$ cat src/rtl/ex_mem_stage_skid_if.sv
// ============================================================================
//  Module   : ex_mem_stage_skid_if
//  Purpose  : Execute-to-memory handshake bundle for the elastic EX/MEM stage.
//  Revision : 1.0  initial release
// ============================================================================
`default_nettype none

interface ex_mem_stage_skid_if #(
    parameter int XLEN   = 2,
    parameter int NDATA  = 4,
    parameter int CTRL_W = 32
);
    localparam int LANE_W = 1 << (XLEN + 4);
    localparam int DATA_W = NDATA * LANE_W;

    logic              i_clk_en;
    logic              i_flush;
    logic              i_valid_e;
    logic              o_ready_e;
    logic [DATA_W-1:0] i_data_e;
    logic [CTRL_W-1:0] i_ctrl_e;
    logic [3:0]        i_exc_code_e;
    logic              o_valid_m;
    logic              i_ready_m;
    logic [DATA_W-1:0] o_data_m;
    logic [CTRL_W-1:0] o_ctrl_m;
    logic              o_exc_flush;
    logic [3:0]        o_exc_code_q;
    logic [1:0]        o_count;

    modport slave (
        input  i_clk_en, i_flush, i_valid_e, i_data_e, i_ctrl_e, i_exc_code_e, i_ready_m,
        output o_ready_e, o_valid_m, o_data_m, o_ctrl_m, o_exc_flush, o_exc_code_q, o_count
    );

    modport master (
        output i_clk_en, i_flush, i_valid_e, i_data_e, i_ctrl_e, i_exc_code_e, i_ready_m,
        input  o_ready_e, o_valid_m, o_data_m, o_ctrl_m, o_exc_flush, o_exc_code_q, o_count
    );
endinterface

`default_nettype wire

$ cat src/rtl/ex_mem_stage_skid.sv
// ============================================================================
//  Module   : ex_mem_stage_skid
//  Purpose  : Elastic EX/MEM register with 2-entry skid, flush and squash.
//  Revision : 1.0  initial release
// ============================================================================
`default_nettype none

module ex_mem_stage_skid #(
    parameter int XLEN   = 2,
    parameter int NDATA  = 4,
    parameter int CTRL_W = 32
) (
    input  wire logic          i_clk,
    input  wire logic          i_rst,
    ex_mem_stage_skid_if.slave bus
);
    localparam int       LANE_W   = 1 << (XLEN + 4);
    localparam int       DATA_W   = NDATA * LANE_W;
    localparam logic [3:0] EXC_NONE = 4'hF;

    typedef enum logic [1:0] {
        S_EMPTY = 2'd0,
        S_ONE   = 2'd1,
        S_FULL  = 2'd2
    } state_t;

    state_t            state_q;
    logic [DATA_W-1:0] head_data_q;
    logic [CTRL_W-1:0] head_ctrl_q;
    logic [DATA_W-1:0] skid_data_q;
    logic [CTRL_W-1:0] skid_ctrl_q;
    logic [3:0]        exc_code_q;

    logic w_ready;
    logic w_hs;
    logic w_squash;
    logic w_acc;
    logic w_pop;

    // Ready depends only on the skid slot, so memory back-pressure never reaches execute.
    assign w_ready  = (state_q != S_FULL);
    assign w_hs     = bus.i_clk_en & bus.i_valid_e & w_ready;
    assign w_squash = w_hs & ~bus.i_flush & (bus.i_exc_code_e != EXC_NONE);
    assign w_acc    = w_hs & ~bus.i_flush & (bus.i_exc_code_e == EXC_NONE);
    assign w_pop    = bus.i_clk_en & (state_q != S_EMPTY) & bus.i_ready_m;

    always_ff @(posedge i_clk) begin
        if (i_rst) begin
            state_q     <= S_EMPTY;
            head_data_q <= '0;
            head_ctrl_q <= '0;
            skid_data_q <= '0;
            skid_ctrl_q <= '0;
            exc_code_q  <= EXC_NONE;
        end else if (bus.i_clk_en) begin
            if (bus.i_flush) begin
                state_q     <= S_EMPTY;
                head_data_q <= '0;
                head_ctrl_q <= '0;
                skid_data_q <= '0;
                skid_ctrl_q <= '0;
            end else begin
                if (w_squash) begin
                    exc_code_q <= bus.i_exc_code_e;
                end
                // Empty entries are kept zeroed so the outputs read zero when invalid.
                case (state_q)
                    S_EMPTY: begin
                        if (w_acc) begin
                            head_data_q <= bus.i_data_e;
                            head_ctrl_q <= bus.i_ctrl_e;
                            state_q     <= S_ONE;
                        end
                    end
                    S_ONE: begin
                        if (w_acc && w_pop) begin
                            head_data_q <= bus.i_data_e;
                            head_ctrl_q <= bus.i_ctrl_e;
                        end else if (w_acc) begin
                            skid_data_q <= bus.i_data_e;
                            skid_ctrl_q <= bus.i_ctrl_e;
                            state_q     <= S_FULL;
                        end else if (w_pop) begin
                            head_data_q <= '0;
                            head_ctrl_q <= '0;
                            state_q     <= S_EMPTY;
                        end
                    end
                    S_FULL: begin
                        if (w_pop) begin
                            head_data_q <= skid_data_q;
                            head_ctrl_q <= skid_ctrl_q;
                            skid_data_q <= '0;
                            skid_ctrl_q <= '0;
                            state_q     <= S_ONE;
                        end
                    end
                    default: begin
                        state_q <= S_EMPTY;
                    end
                endcase
            end
        end
    end

    assign bus.o_ready_e    = w_ready;
    assign bus.o_valid_m    = (state_q != S_EMPTY);
    assign bus.o_data_m     = head_data_q;
    assign bus.o_ctrl_m     = head_ctrl_q;
    assign bus.o_exc_flush  = w_squash;
    assign bus.o_exc_code_q = exc_code_q;
    assign bus.o_count      = state_q;

endmodule

`default_nettype wire
$ cat src/flat_wrapper.sv
// flat-port wrapper written by rule: the top's interface ports become plain ports
module ex_mem_stage_skid_flat 
#(
    parameter int XLEN   = 2,
    parameter int NDATA  = 4,
    parameter int CTRL_W = 32
)
  (i_clk, i_rst, bus_i_clk_en, bus_i_flush, bus_i_valid_e, bus_i_data_e, bus_i_ctrl_e, bus_i_exc_code_e, bus_i_ready_m, bus_o_ready_e, bus_o_valid_m, bus_o_data_m, bus_o_ctrl_m, bus_o_exc_flush, bus_o_exc_code_q, bus_o_count);
  ex_mem_stage_skid_if #(.XLEN(XLEN), .NDATA(NDATA), .CTRL_W(CTRL_W)) bus_i ();
  input  wire logic i_clk;
  input  wire logic i_rst;
  input wire logic [$bits(bus_i.i_clk_en)-1:0] bus_i_clk_en;
  input wire logic [$bits(bus_i.i_flush)-1:0] bus_i_flush;
  input wire logic [$bits(bus_i.i_valid_e)-1:0] bus_i_valid_e;
  input wire logic [$bits(bus_i.i_data_e)-1:0] bus_i_data_e;
  input wire logic [$bits(bus_i.i_ctrl_e)-1:0] bus_i_ctrl_e;
  input wire logic [$bits(bus_i.i_exc_code_e)-1:0] bus_i_exc_code_e;
  input wire logic [$bits(bus_i.i_ready_m)-1:0] bus_i_ready_m;
  output wire logic [$bits(bus_i.o_ready_e)-1:0] bus_o_ready_e;
  output wire logic [$bits(bus_i.o_valid_m)-1:0] bus_o_valid_m;
  output wire logic [$bits(bus_i.o_data_m)-1:0] bus_o_data_m;
  output wire logic [$bits(bus_i.o_ctrl_m)-1:0] bus_o_ctrl_m;
  output wire logic [$bits(bus_i.o_exc_flush)-1:0] bus_o_exc_flush;
  output wire logic [$bits(bus_i.o_exc_code_q)-1:0] bus_o_exc_code_q;
  output wire logic [$bits(bus_i.o_count)-1:0] bus_o_count;
  assign bus_i.i_clk_en = bus_i_clk_en;
  assign bus_i.i_flush = bus_i_flush;
  assign bus_i.i_valid_e = bus_i_valid_e;
  assign bus_i.i_data_e = bus_i_data_e;
  assign bus_i.i_ctrl_e = bus_i_ctrl_e;
  assign bus_i.i_exc_code_e = bus_i_exc_code_e;
  assign bus_i.i_ready_m = bus_i_ready_m;
  assign bus_o_ready_e = bus_i.o_ready_e;
  assign bus_o_valid_m = bus_i.o_valid_m;
  assign bus_o_data_m = bus_i.o_data_m;
  assign bus_o_ctrl_m = bus_i.o_ctrl_m;
  assign bus_o_exc_flush = bus_i.o_exc_flush;
  assign bus_o_exc_code_q = bus_i.o_exc_code_q;
  assign bus_o_count = bus_i.o_count;
  ex_mem_stage_skid #(.XLEN(XLEN), .NDATA(NDATA), .CTRL_W(CTRL_W)) u_core (.i_clk(i_clk), .i_rst(i_rst), .bus(bus_i));
endmodule
$ cat config.mk
export PLATFORM = sky130hd
export DESIGN_NAME = ex_mem_stage_skid_flat
export DESIGN_NICKNAME = d
export VERILOG_FILES = /design/src/rtl/ex_mem_stage_skid_if.sv /design/src/rtl/ex_mem_stage_skid.sv /design/src/flat_wrapper.sv
export SDC_FILE = /design/constraint.sdc
export NUM_CORES = 1
export LEC_CHECK = 0
export CAP_MARGIN = 10
export CORE_MARGIN = 10
export CORE_UTILIZATION = 50
export DETAILED_ROUTE_END_ITERATION = 6
export PLACE_DENSITY = 0.77
export SLEW_MARGIN = 0
export SYNTH_ARGS = -nofsm -noshare
export SYNTH_HDL_FRONTEND = slang
export SYNTH_SLANG_ARGS = --single-unit
$ cat constraint.sdc
create_clock -name i_clk -period 4.7 [get_ports i_clk]
set_input_delay 0.94 -clock i_clk [delete_from_list [all_inputs] [get_ports i_clk]]
set_output_delay 0.94 -clock i_clk [all_outputs]
set_load 0.01 [all_outputs]
==> flow_summary.toml, run 1 <==
[worst_setup_path]
crit_path_end_kind = "output port"
critPathMaxFanout = 57
path_cells = "inv_1 -> ha_4 -> buf_4 -> inv_1 -> clkdlybuf4s50_1"
cp.buffers_inverters = 4
slowest_delay_ns = 0.69
cp_top_family = "buffers and inverters"
crit_slowest_cell = "buf_4"
critPathLaunchType = "register"
cp_common_cell = "inv_1"
required_ns = 3.76
criticalPathCategory = "register to output port"
cp.arrival_ns = 3.08

[layout]
final_nets = 4237
areaGrowthSynthToFinish_pct = 28.0
fillers = 4944
multi_input_area_sq_mm = 0.0165
final_layout_size_suffix_gt1_share_pct = 9.64
sequential_cell_area_sq_mm = 0.0117

[pwr]
powerDensity_mw_per_mm2 = 333
net-switching-power_mw = 3.47
seq_power_share_pct = 42.3
clkPwrFrac_pct = 40.8
p_leak_nw = 14.1
irDropWorstVdd_mv = 0.257
sw_frac_of_total_pct = 27.4
intPower_mw = 9.18
finalPower_mw = 12.7
combPwrFrac_pct = 16.9

[clocking]
post-cts-setup-buffers = 0
clk_pin_slew_ns = 0.06
clock_path_buffers = 3
clock-sinks = 582
hold_buffers = 0
insertion_delay_ns = 0.60
root_buffer = "clkbuf_16"
h-tree-depth = 3
cts_made_buffers = 67
cts_tree = "done"
cts_resized = 0

[sta]
finalHoldViolations = 0
tightestPinTransition_ns = 1.15
fin_crit_ns = 4.02
min_period_over_period_pct = 85.5
finalMaxSlewViolations = 0
slew_headroom_pct = 23.5
fin_worst_skew_ns = 0.0225
rsz0062_at_grt = "no"
fmax_ghz = 0.249
setup_violations = 0
setup_ws_ns = 0.681
setup_tns_ns = 0

[detailed_routing]
drt_iter0_drc = 2812
wire_per_inst_microns = 21.6
firstDrtPassIters = 5
wl_met2_microns = 48800
met1Wirelength_microns = 42600
drc = 0
routed_wl_microns = 103000
ant_nets = 0
vias = 28600
highest_layer = "met5"
viasPerCell = 5.98
routed-wl-met3_microns = 8080

[global_routing]
track_usage_pct = 27.8
grt_pass1_vias = 26900
grt_pass1_wl_microns = 159000
grt_max_degree = 221
overflow = 0
antenna_found_initial = 35

[synthesis]
synthCells = 3607
yosysWarningCount = 0
ys_types = 35
yosysSeqAreaShare_pct = 39.3
yosys-top-cells-area = "dfxtp_1, a221oi_2, a21oi_1"
syn-num-nets = 3908
yosys.area.top_type = "dfxtp_1"
synth-seq-cells = 582
syn-cell-area_sq_mm = 0.0297
yosysTopAreaCellShare_pct = 39.3
syn_avg_cell_area_sq_um = 8.23

[floorplan]
ios = 595
start_util_pct = 50.4
die_area_sq_mm = 0.0695
core-area_sq_mm = 0.0589
die_y_microns = 264
rows = 89
fp.dieW_microns = 264

[place]
port_buffers = 594
dp_hpwl_microns = 63000
gp_congestion = 0.841
post-place-ws_ns = 0.789

[status]
status = "finished, final reports clean"

[worst_hold_path]
hp-class = "register to register"

[job]
cap_violations = 0
per-layer routing:
layer / vias to the layer above / track usage, %
met1: 13900 / 35.5
met2: 1148 / 43.6
li1: 13400 / -
met4: 10 / 13.6
met5: - / 0
met3: 202 / 6.49
per-stage QoR:
step                      std cells  util, %  instance area [sq um]  hold WS, ns
after global placement         4640     60.7                  35800        0.444
after global routing           4788     64.5                  38000        0.472
after detailed placement       4640     60.7                  35800        0.451
after CTS                      4758     64.4                  37900        0.460
after floorplan                3607        -                  29700        0.438
final                          4789     64.5                  38000        0.457
kinds of logic (layout without fill, tap and decap cells):
group,after synthesis,in the layout,synth area share (%)
simple gates,1463,1463,22.4
compound gates,879,879,23.2
flops,582,582,39.3
buf+inv,391,769,5.31
mux,289,289,9.75
fa+ha+maj,3,3,0.126
other cells,0,31,0
power groups by stage:
stage	clock network [mW]	logic [mW]	registers [mW]
6_report	5.17	2.14	5.35
5_1_grt	5.44	2.30	5.37
4_1_cts	5.24	2.14	5.34
3_5_place_dp	0	2.12	5.45
3_3_place_gp	0	2.09	5.45
2_1_floorplan	0	1.08	5.49
synthesized netlist by cell type (all sizes together):
cell type / n
a211oi: 1
a21boi: 1
a21oi: 576
a221oi: 288
a31o: 1
a31oi: 1
and2: 1
buf: 93
clkbuf: 291
clkinv: 1
dfxtp: 582
ha: 3
inv: 6
mux2: 1
mux2i: 288
nand2: 578
nand2b: 291
nand3: 289
nand4: 1
nand4bb: 2
nor2: 294
nor2b: 2
nor3: 1
nor4: 2
o21a: 1
o21ai: 4
o21bai: 1
o221ai: 1
o22ai: 2
o31a: 2
or2: 1
or3: 1
layout by cell type (no fill, tap or decap), types with 3 or more instances in the layout:
cell	synthesis	layout
clkdlybuf4s50_1	0	592
dfxtp_1	582	582
nand2_1	578	578
a21oi_1	576	576
nor2_1	294	294
nand2b_1	291	291
nand3_1	289	289
mux2i_1	288	288
a221oi_2	220	220
clkbuf_16	0	69
a221oi_1	68	68
diode_2	0	31
buf_4	0	27
buf_12	0	23
clkbuf_1	291	17
clkinv_2	0	12
clkbuf_8	0	11
inv_1	6	6
o21ai_0	4	3
inv_6	0	3
cell type report:
class                           instances  share of cell area [%]
Multi-Input combinational cell       2634                    43.4
Antenna cell                           31                   0.204
Clock buffer                           97                    5.11
Tap cell                              773                    2.55
Sequential cell                       582                    30.7
Timing Repair Buffer                  644                    17.4
Inverter                                7                  0.0889
Clock inverter                         21                   0.510
final timing paths:
check	startpoint	end	slack, ns	cells past startpoint
hold / removal	u_core.skid_data_q[133]$_SDFFE_PP0P_	u_core.skid_data_q[133]$_SDFFE_PP0P_	0.46	2
hold reg to reg	u_core.skid_data_q[133]$_SDFFE_PP0P_	u_core.skid_data_q[133]$_SDFFE_PP0P_	0.46	2
setup / recovery	u_core.bus.o_count[0]$_SDFFE_PP0P_	bus_o_ready_e	0.68	5
setup reg to reg	u_core.bus.o_count[0]$_SDFFE_PP0P_	u_core.bus.o_data_m[137]$_SDFFE_PP0P_	1.19	8
state kept, by name, summed over array words and instances, names as in the netlist:
register,cells
u_core.bus.o_count,2
u_core.bus.o_ctrl_m,32
u_core.bus.o_data_m,256
u_core.bus.o_exc_code_q,4
u_core.skid_ctrl_q,32
u_core.skid_data_q,256
worst register-to-register path: cells and delay by family (launching register included):
family                   cells  cell delay [ns]
buffers and inverters        3             1.70
AO/OA/AOI/OAI                3             0.58
adder cells (fa/ha/maj)      1             0.49
flip-flops                   1             0.33
AND/OR/NAND/NOR              1             0.32
Note: power is estimated with default switching activity, not from simulation.
==> run 2: changes to the inputs <==
--- a/config.mk
+++ b/config.mk
@@ -5,7 +5,7 @@
 export SDC_FILE = /design/constraint.sdc
 export NUM_CORES = 1
 export LEC_CHECK = 0
-export CAP_MARGIN = 10
+export CAP_MARGIN = 20
 export CORE_MARGIN = 10
 export CORE_UTILIZATION = 50
 export DETAILED_ROUTE_END_ITERATION = 6
==> flow_summary.toml, run 2 (same netlist as run 1, synthesis figures left out) <==
[global_routing]
gr-max-usage-layer = "met2"
grt_max_degree = 221
use_met2_pct = 44.7
antenna_found_initial = 26
grt_pass1_vias = 26900
grt_util_met1_pct = 34.8
overflow = 0
track_usage_pct = 27.8
grt_pass1_wl_microns = 159000
grt_use_met3_pct = 6.73

[layout]
areaGrowthSynthToFinish_pct = 28.2
multi_input_area_sq_mm = 0.0165
final_nets = 4237
final_layout_size_suffix_gt1_share_pct = 9.64
most-common-layout-cells = "clkdlybuf4s50_1, dfxtp_1, nand2_1"
fillers = 4912
utilization_pct = 64.6
final_common_cell = "clkdlybuf4s50_1"
sequential_cell_area_sq_mm = 0.0117

[worst_setup_path]
critPathMaxFanout = 57
required_ns = 3.76
ff2ff_setup_slack_ns = 1.27
cp.arrival_ns = 3.08
cp_top_family = "buffers and inverters"
crit_path_end_kind = "output port"
r2r-end = "u_core.bus.o_data_m[89]$_SDFFE_PP0P_"
slowest_delay_ns = 0.68
cp_common_cell = "inv_1"
reg2reg_from = "u_core.bus.o_count[0]$_SDFFE_PP0P_"
crit_slowest_cell = "buf_4"
r2r_cells = 8
critPathLaunchType = "register"
path_cells = "inv_1 -> ha_4 -> buf_4 -> inv_1 -> clkdlybuf4s50_1"
criticalPathCategory = "register to output port"
cp.buffers_inverters = 4

[sta]
fin_worst_skew_ns = 0.0299
finalMaxSlewViolations = 0
slew_headroom_pct = 21.4
finalHoldViolations = 0
min_period_over_period_pct = 85.5
rsz0062_at_grt = "no"
fmax_ghz = 0.249
setup_violations = 0
tightestPinTransition_ns = 1.18
fin_crit_ns = 4.02
setup_tns_ns = 0

[detailed_routing]
ant_nets = 0
drc = 0
viasPerCell = 5.96
vias = 28500
routed_wl_microns = 103000
firstDrtPassIters = 5
wire_per_inst_microns = 21.6
drt_iter0_drc = 2921

[clocking]
root_buffer = "clkbuf_16"
cts_made_buffers = 66
h-tree-depth = 3
cts_resized = 0
hold_buffers = 0
post-cts-setup-buffers = 0
cts_tree = "done"
clock-sinks = 582
clk_pin_slew_ns = 0.06
clock_path_buffers = 3
insertion_delay_ns = 0.61

[floorplan]
start_util_pct = 50.4
ios = 595
fp.dieW_microns = 264
die_area_sq_mm = 0.0695
die_y_microns = 264
core-area_sq_mm = 0.0589
rows = 89

[pwr]
intPower_mw = 9.30
net-switching-power_mw = 3.45
sw_frac_of_total_pct = 27.1
irDropWorstVdd_mv = 0.327
combPwrFrac_pct = 16.8
seq_power_share_pct = 41.9
powerDensity_mw_per_mm2 = 335
p_leak_nw = 14.1
clkPwrFrac_pct = 41.3

[worst_hold_path]
min_from = "u_core.skid_data_q[133]$_SDFFE_PP0P_"
holdPathEnd = "u_core.skid_data_q[133]$_SDFFE_PP0P_"
hp-class = "register to register"
whs_path_depth = 2

[place]
port_buffers = 594
dp_hpwl_microns = 63100
gp_congestion = 0.841

[status]
status = "finished, final reports clean"

[job]
cap_violations = 0
## run 2: cell count changes in the layout (fill, tap and decap cells not counted), sizes merged
cell / delta
diode: -8
clkinv: -4
clkbuf: +2
inv: -2
buf: +1
bufinv: +1
## run 2: layout make-up
type / count / area share [%]
diodes: 23 / 0.151
well taps: 773 / 2.54
inverters: 7 / 0.0888
clock inverters: 16 / 0.549
flip-flops and latches: 582 / 30.6
multi-input cells: 2634 / 43.4
repair buffers: 645 / 17.4
clock buffers: 99 / 5.23
## run 2: metrics by stage
stage	power (mW)	hold WS (ns)	instances	setup WS, ns	area [sq um]
6_report	12.7	0.458	4779	0.679	38000
5_1_grt	13.2	0.471	4779	0.501	38000
4_1_cts	12.8	0.460	4756	0.636	38000
3_5_place_dp	7.57	0.451	4641	0.798	35800
3_3_place_gp	7.53	0.444	4640	0.858	35800
2_1_floorplan	6.57	0.438	3607	1.95	29700
## run 2: power groups by stage
stage | combinational, mW | clock (mW) | sequential, mW
finish | 2.14 | 5.26 | 5.35
global route | 2.31 | 5.53 | 5.37
CTS | 2.14 | 5.34 | 5.34
detailed placement | 2.12 | 0 | 5.45
global placement | 2.09 | 0 | 5.45
floorplan | 1.08 | 0 | 5.49
## run 2: how the worst max path moves through the flow
stage / start / to / slack (ns) / cells past startpoint
after global routing: u_core.bus.o_count[0]$_SDFFE_PP0P_ / bus_o_ready_e / 0.50 / 5
after CTS: u_core.bus.o_count[0]$_SDFFE_PP0P_ / bus_o_ready_e / 0.64 / 5
after floorplan: bus_i_flush / u_core.bus.o_ctrl_m[0]$_SDFFE_PP0P_ / 1.95 / 9
after detailed placement: bus_i_clk_en / u_core.bus.o_data_m[110]$_SDFFE_PP0P_ / 0.80 / 7
after global placement: bus_i_clk_en / u_core.bus.o_data_m[100]$_SDFFE_PP0P_ / 0.86 / 7
final: u_core.bus.o_count[0]$_SDFFE_PP0P_ / bus_o_ready_e / 0.68 / 5
## run 2: worst register-to-register path, delay by kind of cell (launching register included)
family                   cells  cell delay [ns]
buffers and inverters        3             1.72
AO/OA/AOI/OAI                3             0.56
adder cells (fa/ha/maj)      1             0.48
flip-flops                   1             0.33
AND/OR/NAND/NOR              1             0.23
## run 2: layer usage
metal | wire, microns | up-vias
li1 | - | 13300
met1 | 41900 | 13800
met2 | 49200 | 1192
met3 | 8380 | 198
met4 | 3540 | 6
met5 | 39 | -
